File: src/rtl/vram_pkg.sv
// Shared widths, text-page geometry, clear fill word and the enums for the VRAM port arbiter.
package vram_pkg;
    localparam int AW        = 11;
    localparam int DW        = 16;
    localparam int TEXT_COLS = 40;
    localparam int TEXT_ROWS = 28;

    localparam logic [AW-1:0] CLR_LAST_DEF = AW'(TEXT_COLS * TEXT_ROWS - 1);
    localparam logic [DW-1:0] CLR_WORD_DEF = 16'h0F00;

    // Which source issued the RAM access currently in the read-return pipeline.
    typedef enum logic [1:0] {
        OWN_NONE,
        OWN_R0,
        OWN_R1,
        OWN_CLR
    } owner_t;

    typedef enum logic [1:0] {
        CLR_IDLE,
        CLR_FILL,
        CLR_DONE
    } clr_state_t;
endpackage

File: src/rtl/vram_port_arbiter_if.sv
// Requester and RAM-side bundle of the VRAM port arbiter; slave = arbiter, master = requesters/RAM.
interface vram_port_arbiter_if;
    import vram_pkg::*;

    // rN_req is raised with we/addr/wdata stable and held until rN_ack pulses for one cycle;
    // reads later return exactly one rN_rvalid pulse with rN_rdata, writes return nothing.
    logic          r0_req;
    logic          r0_we;
    logic [AW-1:0] r0_addr;
    logic [DW-1:0] r0_wdata;
    logic          r0_ack;
    logic          r0_rvalid;
    logic [DW-1:0] r0_rdata;

    logic          r1_req;
    logic          r1_we;
    logic [AW-1:0] r1_addr;
    logic [DW-1:0] r1_wdata;
    logic          r1_ack;
    logic          r1_rvalid;
    logic [DW-1:0] r1_rdata;

    logic [AW-1:0] mem_addr;
    logic [DW-1:0] mem_data;
    logic          mem_we;
    logic [DW-1:0] mem_rdata;

    modport slave (
        input  r0_req, r0_we, r0_addr, r0_wdata,
        output r0_ack, r0_rvalid, r0_rdata,
        input  r1_req, r1_we, r1_addr, r1_wdata,
        output r1_ack, r1_rvalid, r1_rdata,
        output mem_addr, mem_data, mem_we,
        input  mem_rdata
    );

    modport master (
        output r0_req, r0_we, r0_addr, r0_wdata,
        input  r0_ack, r0_rvalid, r0_rdata,
        output r1_req, r1_we, r1_addr, r1_wdata,
        input  r1_ack, r1_rvalid, r1_rdata,
        input  mem_addr, mem_data, mem_we,
        output mem_rdata
    );
endinterface

File: src/rtl/vram_clear_seq.sv
// Page-clear sequencer: IDLE -> FILL (one address per cycle, 0..CLR_LAST) -> DONE -> IDLE.
module vram_clear_seq
    import vram_pkg::*;
#(
    parameter logic [AW-1:0] CLR_LAST = CLR_LAST_DEF
) (
    input  logic          clk,
    input  logic          rst_n,
    input  logic          start,
    output logic          busy,
    output logic          done,
    output logic          claim,
    output logic [AW-1:0] addr,
    output clr_state_t    state
);
    clr_state_t    state_nxt;
    logic [AW-1:0] cnt;
    logic [AW-1:0] cnt_nxt;

    always_ff @(posedge clk) begin
        if (!rst_n) begin
            state <= CLR_IDLE;
            cnt   <= '0;
        end else begin
            state <= state_nxt;
            cnt   <= cnt_nxt;
        end
    end

    always_comb begin
        state_nxt = state;
        cnt_nxt   = cnt;
        case (state)
            CLR_IDLE: begin
                if (start) begin
                    state_nxt = CLR_FILL;
                    cnt_nxt   = '0;
                end
            end
            CLR_FILL: begin
                if (cnt == CLR_LAST) state_nxt = CLR_DONE;
                else                 cnt_nxt   = cnt + AW'(1);
            end
            CLR_DONE: state_nxt = CLR_IDLE;
            default:  state_nxt = CLR_IDLE;
        endcase
    end

    assign busy  = (state == CLR_FILL);
    assign done  = (state == CLR_DONE);
    // The start edge already blocks the requesters so the first fill write is not delayed.
    assign claim = busy || ((state == CLR_IDLE) && start);
    assign addr  = cnt;
endmodule

File: src/rtl/vram_port_arbiter.sv
// Round-robin arbiter sharing the text VRAM between r0/r1 with registered RAM drive and read return.
// Define VRAM_CLEAR_EN to include the page-clear sequencer; otherwise clr_busy/clr_done stay 0.
module vram_port_arbiter
    import vram_pkg::*;
#(
    parameter logic [AW-1:0] CLR_LAST = CLR_LAST_DEF,
    parameter logic [DW-1:0] CLR_WORD = CLR_WORD_DEF
) (
    input  logic                 sys_clk,
    input  logic                 sys_rst_n,
    input  logic                 clr_start,
    output logic                 clr_busy,
    output logic                 clr_done,
    output clr_state_t           clr_state,
    vram_port_arbiter_if.slave   bus
);
    logic          clr_claim;
    logic          clr_fill;
    logic [AW-1:0] clr_addr;

`ifdef VRAM_CLEAR_EN
    vram_clear_seq #(
        .CLR_LAST (CLR_LAST)
    ) u_clear (
        .clk   (sys_clk),
        .rst_n (sys_rst_n),
        .start (clr_start),
        .busy  (clr_busy),
        .done  (clr_done),
        .claim (clr_claim),
        .addr  (clr_addr),
        .state (clr_state)
    );
    assign clr_fill = clr_busy;
`else
    logic          unused_clr_start;
    logic [AW-1:0] unused_clr_last;
    assign unused_clr_start = clr_start;
    assign unused_clr_last  = CLR_LAST;
    assign clr_busy  = 1'b0;
    assign clr_done  = 1'b0;
    assign clr_claim = 1'b0;
    assign clr_fill  = 1'b0;
    assign clr_addr  = '0;
    assign clr_state = CLR_IDLE;
`endif

    logic   last_grant;  // 1 = r1 was granted most recently
    logic   elig0, elig1;
    logic   grant0, grant1;
    owner_t tag1, tag2;

    // A requester is not eligible in its own ack cycle, so a held request is not granted twice.
    assign elig0  = bus.r0_req && !bus.r0_ack;
    assign elig1  = bus.r1_req && !bus.r1_ack;
    assign grant0 = !clr_claim && elig0 && (!elig1 || last_grant);
    assign grant1 = !clr_claim && elig1 && (!elig0 || !last_grant);

    always_ff @(posedge sys_clk) begin
        if (!sys_rst_n) begin
            bus.r0_ack    <= 1'b0;
            bus.r1_ack    <= 1'b0;
            bus.r0_rvalid <= 1'b0;
            bus.r1_rvalid <= 1'b0;
            bus.r0_rdata  <= '0;
            bus.r1_rdata  <= '0;
            bus.mem_addr  <= '0;
            bus.mem_data  <= '0;
            bus.mem_we    <= 1'b0;
            last_grant    <= 1'b1;
            tag1          <= OWN_NONE;
            tag2          <= OWN_NONE;
        end else begin
            bus.r0_ack <= grant0;
            bus.r1_ack <= grant1;
            tag2       <= tag1;

            if (clr_fill) begin
                bus.mem_addr <= clr_addr;
                bus.mem_data <= CLR_WORD;
                bus.mem_we   <= 1'b1;
                tag1         <= OWN_CLR;
            end else if (grant0) begin
                bus.mem_addr <= bus.r0_addr;
                bus.mem_data <= bus.r0_wdata;
                bus.mem_we   <= bus.r0_we;
                tag1         <= bus.r0_we ? OWN_NONE : OWN_R0;
                last_grant   <= 1'b0;
            end else if (grant1) begin
                bus.mem_addr <= bus.r1_addr;
                bus.mem_data <= bus.r1_wdata;
                bus.mem_we   <= bus.r1_we;
                tag1         <= bus.r1_we ? OWN_NONE : OWN_R1;
                last_grant   <= 1'b1;
            end else begin
                bus.mem_we <= 1'b0;
                tag1       <= OWN_NONE;
            end

            // tag2 lines up with the cycle in which the RAM presents the word for that access.
            bus.r0_rvalid <= (tag2 == OWN_R0);
            bus.r1_rvalid <= (tag2 == OWN_R1);
            if (tag2 == OWN_R0) bus.r0_rdata <= bus.mem_rdata;
            if (tag2 == OWN_R1) bus.r1_rdata <= bus.mem_rdata;
        end
    end
endmodule

File: src/flat_wrapper.sv
// flat-port wrapper written by rule: the top's interface ports become plain ports
module vram_port_arbiter_flat import vram_pkg::*;
#(
    parameter logic [AW-1:0] CLR_LAST = CLR_LAST_DEF,
    parameter logic [DW-1:0] CLR_WORD = CLR_WORD_DEF
)
  (sys_clk, sys_rst_n, clr_start, clr_busy, clr_done, clr_state, bus_r0_req, bus_r0_we, bus_r0_addr, bus_r0_wdata, bus_r0_ack, bus_r0_rvalid, bus_r0_rdata, bus_r1_req, bus_r1_we, bus_r1_addr, bus_r1_wdata, bus_r1_ack, bus_r1_rvalid, bus_r1_rdata, bus_mem_addr, bus_mem_data, bus_mem_we, bus_mem_rdata);
  vram_port_arbiter_if bus_i ();
  input  logic sys_clk;
  input  logic sys_rst_n;
  input  logic clr_start;
  output logic clr_busy;
  output logic clr_done;
  output clr_state_t clr_state;
  input wire logic [$bits(bus_i.r0_req)-1:0] bus_r0_req;
  input wire logic [$bits(bus_i.r0_we)-1:0] bus_r0_we;
  input wire logic [$bits(bus_i.r0_addr)-1:0] bus_r0_addr;
  input wire logic [$bits(bus_i.r0_wdata)-1:0] bus_r0_wdata;
  output wire logic [$bits(bus_i.r0_ack)-1:0] bus_r0_ack;
  output wire logic [$bits(bus_i.r0_rvalid)-1:0] bus_r0_rvalid;
  output wire logic [$bits(bus_i.r0_rdata)-1:0] bus_r0_rdata;
  input wire logic [$bits(bus_i.r1_req)-1:0] bus_r1_req;
  input wire logic [$bits(bus_i.r1_we)-1:0] bus_r1_we;
  input wire logic [$bits(bus_i.r1_addr)-1:0] bus_r1_addr;
  input wire logic [$bits(bus_i.r1_wdata)-1:0] bus_r1_wdata;
  output wire logic [$bits(bus_i.r1_ack)-1:0] bus_r1_ack;
  output wire logic [$bits(bus_i.r1_rvalid)-1:0] bus_r1_rvalid;
  output wire logic [$bits(bus_i.r1_rdata)-1:0] bus_r1_rdata;
  output wire logic [$bits(bus_i.mem_addr)-1:0] bus_mem_addr;
  output wire logic [$bits(bus_i.mem_data)-1:0] bus_mem_data;
  output wire logic [$bits(bus_i.mem_we)-1:0] bus_mem_we;
  input wire logic [$bits(bus_i.mem_rdata)-1:0] bus_mem_rdata;
  assign bus_i.r0_req = bus_r0_req;
  assign bus_i.r0_we = bus_r0_we;
  assign bus_i.r0_addr = bus_r0_addr;
  assign bus_i.r0_wdata = bus_r0_wdata;
  assign bus_r0_ack = bus_i.r0_ack;
  assign bus_r0_rvalid = bus_i.r0_rvalid;
  assign bus_r0_rdata = bus_i.r0_rdata;
  assign bus_i.r1_req = bus_r1_req;
  assign bus_i.r1_we = bus_r1_we;
  assign bus_i.r1_addr = bus_r1_addr;
  assign bus_i.r1_wdata = bus_r1_wdata;
  assign bus_r1_ack = bus_i.r1_ack;
  assign bus_r1_rvalid = bus_i.r1_rvalid;
  assign bus_r1_rdata = bus_i.r1_rdata;
  assign bus_mem_addr = bus_i.mem_addr;
  assign bus_mem_data = bus_i.mem_data;
  assign bus_mem_we = bus_i.mem_we;
  assign bus_i.mem_rdata = bus_mem_rdata;
  vram_port_arbiter #(.CLR_LAST(CLR_LAST), .CLR_WORD(CLR_WORD)) u_core (.sys_clk(sys_clk), .sys_rst_n(sys_rst_n), .clr_start(clr_start), .clr_busy(clr_busy), .clr_done(clr_done), .clr_state(clr_state), .bus(bus_i));
endmodule
File: config.mk
export PLATFORM = sky130hd
export DESIGN_NAME = vram_port_arbiter_flat
export DESIGN_NICKNAME = d
export VERILOG_FILES = /design/src/rtl/vram_pkg.sv /design/src/rtl/vram_port_arbiter_if.sv /design/src/rtl/vram_clear_seq.sv /design/src/rtl/vram_port_arbiter.sv /design/src/flat_wrapper.sv
export SDC_FILE = /design/constraint.sdc
export NUM_CORES = 1
export LEC_CHECK = 0
export BUFFER_PORTS_ARGS = -buffer_cell sky130_fd_sc_hd__buf_2
export CAP_MARGIN = 20
export CORE_ASPECT_RATIO = 0.6
export CORE_MARGIN = 2
export CORE_UTILIZATION = 46
export DETAILED_ROUTE_END_ITERATION = 12
export PLACE_DENSITY = 0.79
export SLEW_MARGIN = 20
export SYNTH_ARGS = -nofsm -noshare
export SYNTH_HDL_FRONTEND = slang
export SYNTH_SLANG_ARGS = --single-unit
File: constraint.sdc
create_clock -name sys_clk -period 1.55 [get_ports sys_clk]
set_input_delay 0.31 -clock sys_clk [delete_from_list [all_inputs] [get_ports sys_clk]]
set_output_delay 0.31 -clock sys_clk [all_outputs]
set_load 0.01 [all_outputs]
Yosys cells after proc, flatten, opt, wreduce, memory -nomap -nowiden
Cells that the tools add are included.
- flip-flop bits (word level): 69
- bits of input ports: 77
- output and inout port bits: 68
- equal/unequal tests: 2
- multiplexer cells: 12
- reductions and logical operators: 12
- operator list (cell ; number):
    $mux 16 ; 2
    $mux 11 ; 2
    $mux 2 ; 3
    $logic_not 1->1 ; 5
    $mux 1 ; 5
    $logic_and 1x1->1 ; 4
    $eq 2x1->1 const B ; 1
    $eq 2x2->1 const B ; 1
    $logic_or 1x1->1 ; 2
    $reduce_bool 2->1 ; 1

Longest topological paths before layout
Gate-level depths: netlist of run 1.
- depth in word-level cells: 7
- gate-level depth with buffers: 5
- gate-level depth less buffers: 3

Worst setup path before layout of run 1
Ideal clock, no wire load.
- path type: reg2reg
- from: reg u_core.bus.r0_ack
- to: reg u_core.bus.mem_addr[10]
- library setup time: 0.121 ns
- arrival time: 1.068 ns
- required time: 1.429 ns
- slack: 0.360 ns
- cell stages (with the launch flop): 6
- path buffers: 2
- clock period less this slack: 1.190 ns
- cells stage by stage: dfxtp_1 > nor2b_4 > buf_6 > buf_2 > o31ai_1 > nor3_2
- word-level cells in the longest chain between the ends: 6
- elaborated cells on any way between the ends: 8
- those cells by class: mux (1); reduce/logical (7)
- RTL lines (element ; RTL line ; source):
    start: declaration ; vram_port_arbiter_if.sv:30 ; output r0_ack, r0_rvalid, r0_rdata,
    start signal: assignment ; vram_port_arbiter.sv:74 ; bus.r0_ack <= grant0;
    $logic_not 1->1 * ; vram_port_arbiter.sv:54 ; assign elig0 = bus.r0_req && !bus.r0_ack;
    $logic_and 1x1->1 * ; vram_port_arbiter.sv:54 ;
    $logic_not 1->1 ; vram_port_arbiter.sv:57 ; assign grant1 = !clr_claim && elig1 && (!elig0 || !last_grant);
    $logic_or 1x1->1 ; vram_port_arbiter.sv:57 ;
    $logic_and 1x1->1 ; vram_port_arbiter.sv:57 ;
    $reduce_bool 2->1 (no line) ; - ;
    end signal: assignment ; vram_port_arbiter.sv:79 ; bus.mem_addr <= clr_addr;
    end signal: assignment ; vram_port_arbiter.sv:84 ; bus.mem_addr <= bus.r0_addr;
    end signal: assignment ; vram_port_arbiter.sv:90 ; bus.mem_addr <= bus.r1_addr;
    end: declaration ; vram_port_arbiter_if.sv:33 ; output mem_addr, mem_data, mem_we,
Mark *: on every way between the ends. The rest lies on a longest branch, timed or not.
A chain may end at the register's enable or synchronous reset.

Worst setup path in the final report of run 1
- from: reg u_core.bus.r1_ack
- to: reg u_core.bus.mem_addr[1]
- word-level cells in the longest chain between the ends: 6
- elaborated cells on any way between the ends: 8
- those cells by class: mux (1); reduce/logical (7)
- RTL lines (element ; RTL line ; source):
    start: declaration ; vram_port_arbiter_if.sv:32 ; output r1_ack, r1_rvalid, r1_rdata,
    start signal: assignment ; vram_port_arbiter.sv:75 ; bus.r1_ack <= grant1;
    $logic_not 1->1 * ; vram_port_arbiter.sv:55 ; assign elig1 = bus.r1_req && !bus.r1_ack;
    $logic_and 1x1->1 * ; vram_port_arbiter.sv:55 ;
    $logic_not 1->1 ; vram_port_arbiter.sv:56 ; assign grant0 = !clr_claim && elig0 && (!elig1 || last_grant);
    $logic_or 1x1->1 ; vram_port_arbiter.sv:56 ;
    $logic_and 1x1->1 ; vram_port_arbiter.sv:56 ;
    $mux 11 or $reduce_bool 2->1 (tied branches) ; - ;
Marks and branches as above.

==> results of run 1 <==
[sequential cells by signal, summed over array words and instances, names as in the netlist]
name                  flops
u_core.bus.mem_addr      11
u_core.bus.mem_data      16
u_core.bus.mem_we         1
u_core.bus.r0_ack         1
u_core.bus.r0_rdata      16
u_core.bus.r0_rvalid      1
u_core.bus.r1_ack         1
u_core.bus.r1_rdata      16
u_core.bus.r1_rvalid      1
u_core.last_grant         1
u_core.tag1               2
u_core.tag2               2
[Yosys cell counts]
| cell type | count | area, µm² |
|---|---|---|
| nor2b_4 | 1 | 13.8 |
| dfxtp_1 | 69 | 1380 |
| nor2b_1 | 4 | 25.0 |
| a32o_1 | 1 | 10.0 |
| a211oi_2 | 20 | 250 |
| nor4b_1 | 1 | 8.76 |
| nor3b_2 | 1 | 12.5 |
| buf_4 | 10 | 75.1 |
| nor3_1 | 35 | 175 |
| clkbuf_2 | 2 | 10.0 |
| inv_1 | 1 | 3.75 |
| clkbuf_1 | 4 | 15.0 |
| o31ai_1 | 27 | 203 |
| a211oi_1 | 7 | 52.6 |
| nor3_2 | 20 | 200 |
| buf_6 | 5 | 56.3 |
| nand2b_1 | 4 | 25.0 |
| and2_1 | 4 | 25.0 |
| conb_1 | 1 | 3.75 |
| a21boi_0 | 2 | 15.0 |
| a21oi_1 | 31 | 155 |
| buf_2 | 19 | 95.1 |
| nor2_1 | 1 | 3.75 |
| nand2_1 | 65 | 244 |
| a211oi_4 | 1 | 20.0 |
[power breakdown]
| group | total, mW | switching, mW | leakage (nW) | internal [mW] |
|---|---|---|---|---|
| clock | 1.57 | 0.665 | 0.110 | 0.906 |
| combinational | 0.704 | 0.402 | 1.10 | 0.302 |
| sequential | 1.92 | 0.0525 | 0.565 | 1.87 |
| total | 4.20 | 1.12 | 1.77 | 3.08 |
[metrics by stage]
step                      cell area (µm²)  instances  setup WS (ps)  power, mW  hold WS, ps
final                                4050        559            197       4.20          141
after global routing                 4050        559           91.4       4.41          125
after CTS                            4050        559            197       4.25          122
after detailed placement             3830        543           -176       2.67          425
after global placement               3830        543           -150       2.65          416
after floorplan                      3090        339            360       2.40          382
[worst max-delay path by stage]
stage               cells after the start                          from                                    to  slack [ps]
finish                                  5  u_core.bus.r1_ack$_SDFF_PN0_   u_core.bus.mem_addr[1]$_SDFFE_PN0P_         200
global route                            5  u_core.bus.r1_ack$_SDFF_PN0_   u_core.bus.mem_addr[1]$_SDFFE_PN0P_          90
CTS                                     5  u_core.bus.r1_ack$_SDFF_PN0_          u_core.bus.mem_we$_SDFF_PN0_         200
detailed placement                      4                    bus_r1_req   u_core.bus.mem_data[2]$_SDFFE_PN0P_        -180
global placement                        4                    bus_r1_req  u_core.bus.mem_data[12]$_SDFFE_PN0P_        -150
floorplan                               5  u_core.bus.r0_ack$_SDFF_PN0_  u_core.bus.mem_addr[10]$_SDFFE_PN0P_         360
[worst max-delay path, stage by stage (launching register included)]
cell      delay (ps)
dfxtp_1          350
buf_4            160
nand2b_2         190
buf_12           180
a211oi_1         250
nor3_1           100
[routing by layer]
layer	vias to the layer above	global-route usage	wire, µm
li1	1442	-	-
met1	1323	0.272	3570
met2	113	0.346	3660
met3	13	0.0637	573
met4	0	0.0918	106
met5	-	0	0
[kinds of logic (layout without fill, tap and decap cells)]
logic type             after synthesis  in the layout
DFF                                 69             69
and+or+nand+nor                    136            136
other                                1              4
buffers and inverters               41            174
AOI/OAI and AO/OA                   89             89
[layout make-up]
| cell class | instances | area, µm² |
|---|---|---|
| Clock buffer | 10 | 128 |
| Clock inverter | 6 | 87.6 |
| Fill cell | 570 | 2510 |
| Inverter | 1 | 3.75 |
| Multi-Input combinational cell | 229 | 1470 |
| Sequential cell | 69 | 1380 |
| Tap cell | 87 | 109 |
| Timing Repair Buffer | 157 | 868 |
[timing repair]
item	4_1_cts	5_1_grt
resized for setup	1	0
setup endpoints to repair	22	0
hold buffers	0	0
==> impl_results.md, run 1 <==
* Seq/Total Area, Yosys at 0.449
* Setup crit start kind: register
* Post-synthesis compound-gate area fraction at 0.229
* Largest net degree at the start of global routing at 33
* Clk sink count at 69
* Final setup fails at 0
* Share of cells above drive strength 1 at 0.462
* Commonest non-fill, non-tap cell in the layout: buf_2
* Simple-gate portion of the synthesized area at 0.238
* Routed WL at around 7900 µm
* I/O pins at 145
* Tcrit/Tclk final at 0.873
* Clock-pin slew on the worst setup and hold paths at 70 ps
* Setup_tns at 0 ps
* Post-synthesis mux area share at 0
* Global-route wire length before repair at between 10000 and 15000 µm
* Worst r2r dst: u_core.bus.mem_addr[1]$_SDFFE_PN0P_
* Ys Warns at 0
* RSZ-0062 raised after global routing: no
* Power Density at ~1000 nW/µm²
* Core Util, Final at 0.617
* R2R Setup Slk at 200 ps
* Routed Antenna Nets at 0
* Worst Hold Depth at 2
* Die ar. at 7390 µm²
* Max Cap Viol at 0
* CP Class: register to register
* Post-DR vias/cell at 5.17
* VDD IR max at 485 µV
* Relative slew margins at 0.547
* Starting Density at 0.469
* Post-CTS Setup Inserts at 0
* Final Hold Fails at 0
* Max Clock Skew at 7.79 ps
* Die W at 110 µm
* Leakage Power at 1.77 nW
* N_diodes at 0
* Total number of vias at 2891
* Netlist Area Pre-Place at 3080 µm²
* GP Congestion at 0.745
* Detailed Route Iter0 Violations at 202
* Congestion Overflow GR at 0
* Final min period at about 1400 ps
* TritonRoute pass-1 iters at 4
* Largest family of logic cells by synthesized area: simple AND/OR/NAND/NOR gates
* Maximum fanout along the worst path at 28
* Std-Cell Rows at 23
* Clock buffer depth at 2
* Total GRT Usage at 0.215
* Synth Area in Adders at 0
* Worst Hold Launch: bus_r1_we
* Slew Limit Fails at 0
* Avg WL per Cell at roughly 14 µm
* Syn avg cell area at 9.16 µm²
* DRC viols at 0
* Hold Path End: u_core.tag1[1]$_SDFF_PP0_
* Core box area at 6560 µm²
* CTS buffer count at 9
* H-Tree Depth at 3
* Worst flop-to-flop path startpoint: u_core.bus.r1_ack$_SDFF_PN0_
* Final-stage net count at 544
* CTS tree: done
* Most frequent cells in the layout: buf_2, dfxtp_1, nand2_1, nor3_1, a21oi_1
* Slew @ Worst Pin at roughly 680 ps
* Seq cells post-synth at 69
* Critical path data arrival time at ~1600 ps
* Worst Setup End Kind: register
* Final HPWL DP at 5760 µm
* P&R area growth vs syn at 31.5%
* Fmax at 739 MHz
* Unique cell type count in the Yosys netlist at 25
* Post-Synthesis Cells at 336
* Port buffer count at 139
* Initial antenna violation count at 0
* Cell depth of the worst flop-to-flop path at 5
* XOR/XNOR Fraction of Synth Area at 0
* Die Y at 67.4 µm
* Worst-Skew Late Latency at 340 ps
* Worst Hold Class: input port to register
* Vias in the first global route at 2694
* CTS root buf: clkbuf_8
* Status: complete, no violations
* WP data required at 1760 ps
(Power assumes the default switching activity.)
==> inputs of run 2 (changes only) <==
--- a/config.mk
+++ b/config.mk
@@ -11,7 +11,8 @@
 export CORE_MARGIN = 2
 export CORE_UTILIZATION = 46
 export DETAILED_ROUTE_END_ITERATION = 12
-export PLACE_DENSITY = 0.79
+export PLACE_DENSITY = 0.77
+export REMOVE_ABC_BUFFERS = 1
 export SLEW_MARGIN = 20
 export SYNTH_ARGS = -nofsm -noshare
 export SYNTH_HDL_FRONTEND = slang
==> impl_results.md, run 2 (synthesis gave the netlist of run 1 again) <==
* Status: complete, no violations
* N_diodes at 0
* Congestion Overflow GR at 0
* Cell depth of the worst flop-to-flop path at 4
* Worst-Skew Late Latency at ~340 ps
* Std-Cell Rows at 23
* Net Sw Frac at 0.260
* Global-route wire length before repair at about 13000 µm
* Sw Pwr at about 1.1 mW
* RSZ-0062 raised after global routing: no
* VDD IR max at 449 µV
* Starting Density at 0.469
* Routed Antenna Nets at 0
* Fmax at approximately 780 MHz
* Port buffer count at 139
* Final Hold Fails at 0
* Post-CTS Hold Buffers at 0
* CP Class: register to register
* Initial antenna violation count at 0
* Final setup fails at 0
* Hold WS at between 100 and 150 ps
* I/O pins at 145
* CTS root buf: clkbuf_8
* Avg WL per Cell at 15.0 µm
* Die Y at 67.4 µm
* Clk sink count at 69
* Die ar. at 7390 µm²
* Core box area at 6560 µm²
* Routed WL at 8350 µm
* Final instance area at 4070 µm²
* Sequential share of power at 0.440
* Comb pwr share at 0.162
* Core Util, Final at 0.620
* Power consumption at ~4.4 mW
* Post-cts gate resize count at 0
* Worst Setup End Kind: register
* Max Cap Viol at 0
* Power Density at approximately 1100 nW/µm²
* Commonest non-fill, non-tap cell in the layout: buf_2
* Slew Limit Fails at 0
* Clock power frac at 0.398
* Worst Hold Class: input port to register
* Clock buffer depth at 2
* Largest net degree at the start of global routing at 47
* WP data required at 1810 ps
* Vias in the first global route at 2779
* TritonRoute pass-1 iters at 4
* Post-DR vias/cell at ~5.1
* Post-CTS Setup Inserts at 0
* Internal power contribution at between 3 and 4 mW
* Placed Area at 3830 µm²
* Worst Hold Depth at 2
* Total GRT Usage at 0.228
* Critical path data arrival time at 1540 ps
* CTS buffer count at 9
* CTS tree: done
* P&R area growth vs syn at 32.0%
* Leakage Power at 1.78 nW
* Cells after DPL at 543
* Biggest regs: u_core.bus.mem_data (16), u_core.bus.r0_rdata (16), u_core.bus.r1_rdata (16)
* Final min period at 1280 ps
* Setup crit start kind: register
* Final cell count without fillers at between 500 and 600
* Maximum fanout along the worst path at 25
* Tcrit/Tclk final at 0.828
* Max Clock Skew at 9.44 ps
* Detailed Route Iter0 Violations at 198
* Clock-pin slew on the worst setup and hold paths at 70 ps
* Share of cells above drive strength 1 at 0.463
* Layout fillers at 555
* Final HPWL DP at 5950 µm
* DRC viols at 0
* Most frequent cells in the layout: buf_2, dfxtp_1, nand2_1, nor3_1, a21oi_1
* Final-stage net count at 544
* Die W at 110 µm
* Total number of vias at 2860
* GP Congestion at between 0.7 and 0.8
* H-Tree Depth at 3
==> run 2: power groups by stage <==
| stage | Sequential [mW] | Clock [mW] | Combinational [mW] |
|---|---|---|---|
| 6_report | 1.92 | 1.74 | 0.708 |
| 5_1_grt | 1.94 | 1.86 | 0.774 |
| 4_1_cts | 1.92 | 1.79 | 0.711 |
| 3_5_place_dp | 1.96 | 0 | 0.709 |
| 3_3_place_gp | 1.96 | 0 | 0.698 |
| 2_1_floorplan | 2.02 | 0 | 0.294 |
==> run 2: area by class of cell <==
class                   count  area, µm²  area share
multi-input cells         229       1470       0.360
clock inverters             6        113      0.0277
inverters                   1       3.75    0.000923
flip-flops and latches     69       1380       0.340
well taps                  87        109      0.0268
repair buffers            157        868       0.214
clock buffers               9        124      0.0305
==> run 2: worst max-delay path, stage by stage, from the launching register on <==
cell and delay, ps:
dfxtp_1 430, nand2b_2 260, buf_12 230, a211oi_1 70, nor3_1 210
==> run 2: per-layer routing <==
metal  routed length [µm]  GRT usage
met5                    0          0
met4                   73     0.0854
met3                  471     0.0598
met2                 3910      0.360
met1                 3900      0.301
==> run 2: stage by stage <==
stage	setup slack (ps)	setup TNS (ps)
final	267	0
after floorplan	-726	-18890
after global placement	311	0
after detailed placement	261	0
after global routing	151	0
after CTS	244	0
==> run 2: final timing paths <==
kind                                                   start  slack, ps                             endpoint
worst max-delay path            u_core.bus.r1_ack$_SDFF_PN0_        270  u_core.bus.mem_addr[6]$_SDFFE_PN0P_
worst min-delay path                               bus_r1_we        140            u_core.tag1[1]$_SDFF_PP0_
worst max register to register  u_core.bus.r1_ack$_SDFF_PN0_        270  u_core.bus.mem_addr[6]$_SDFFE_PN0P_
worst min register to register     u_core.tag1[0]$_SDFF_PN0_        440            u_core.tag2[0]$_SDFF_PN0_
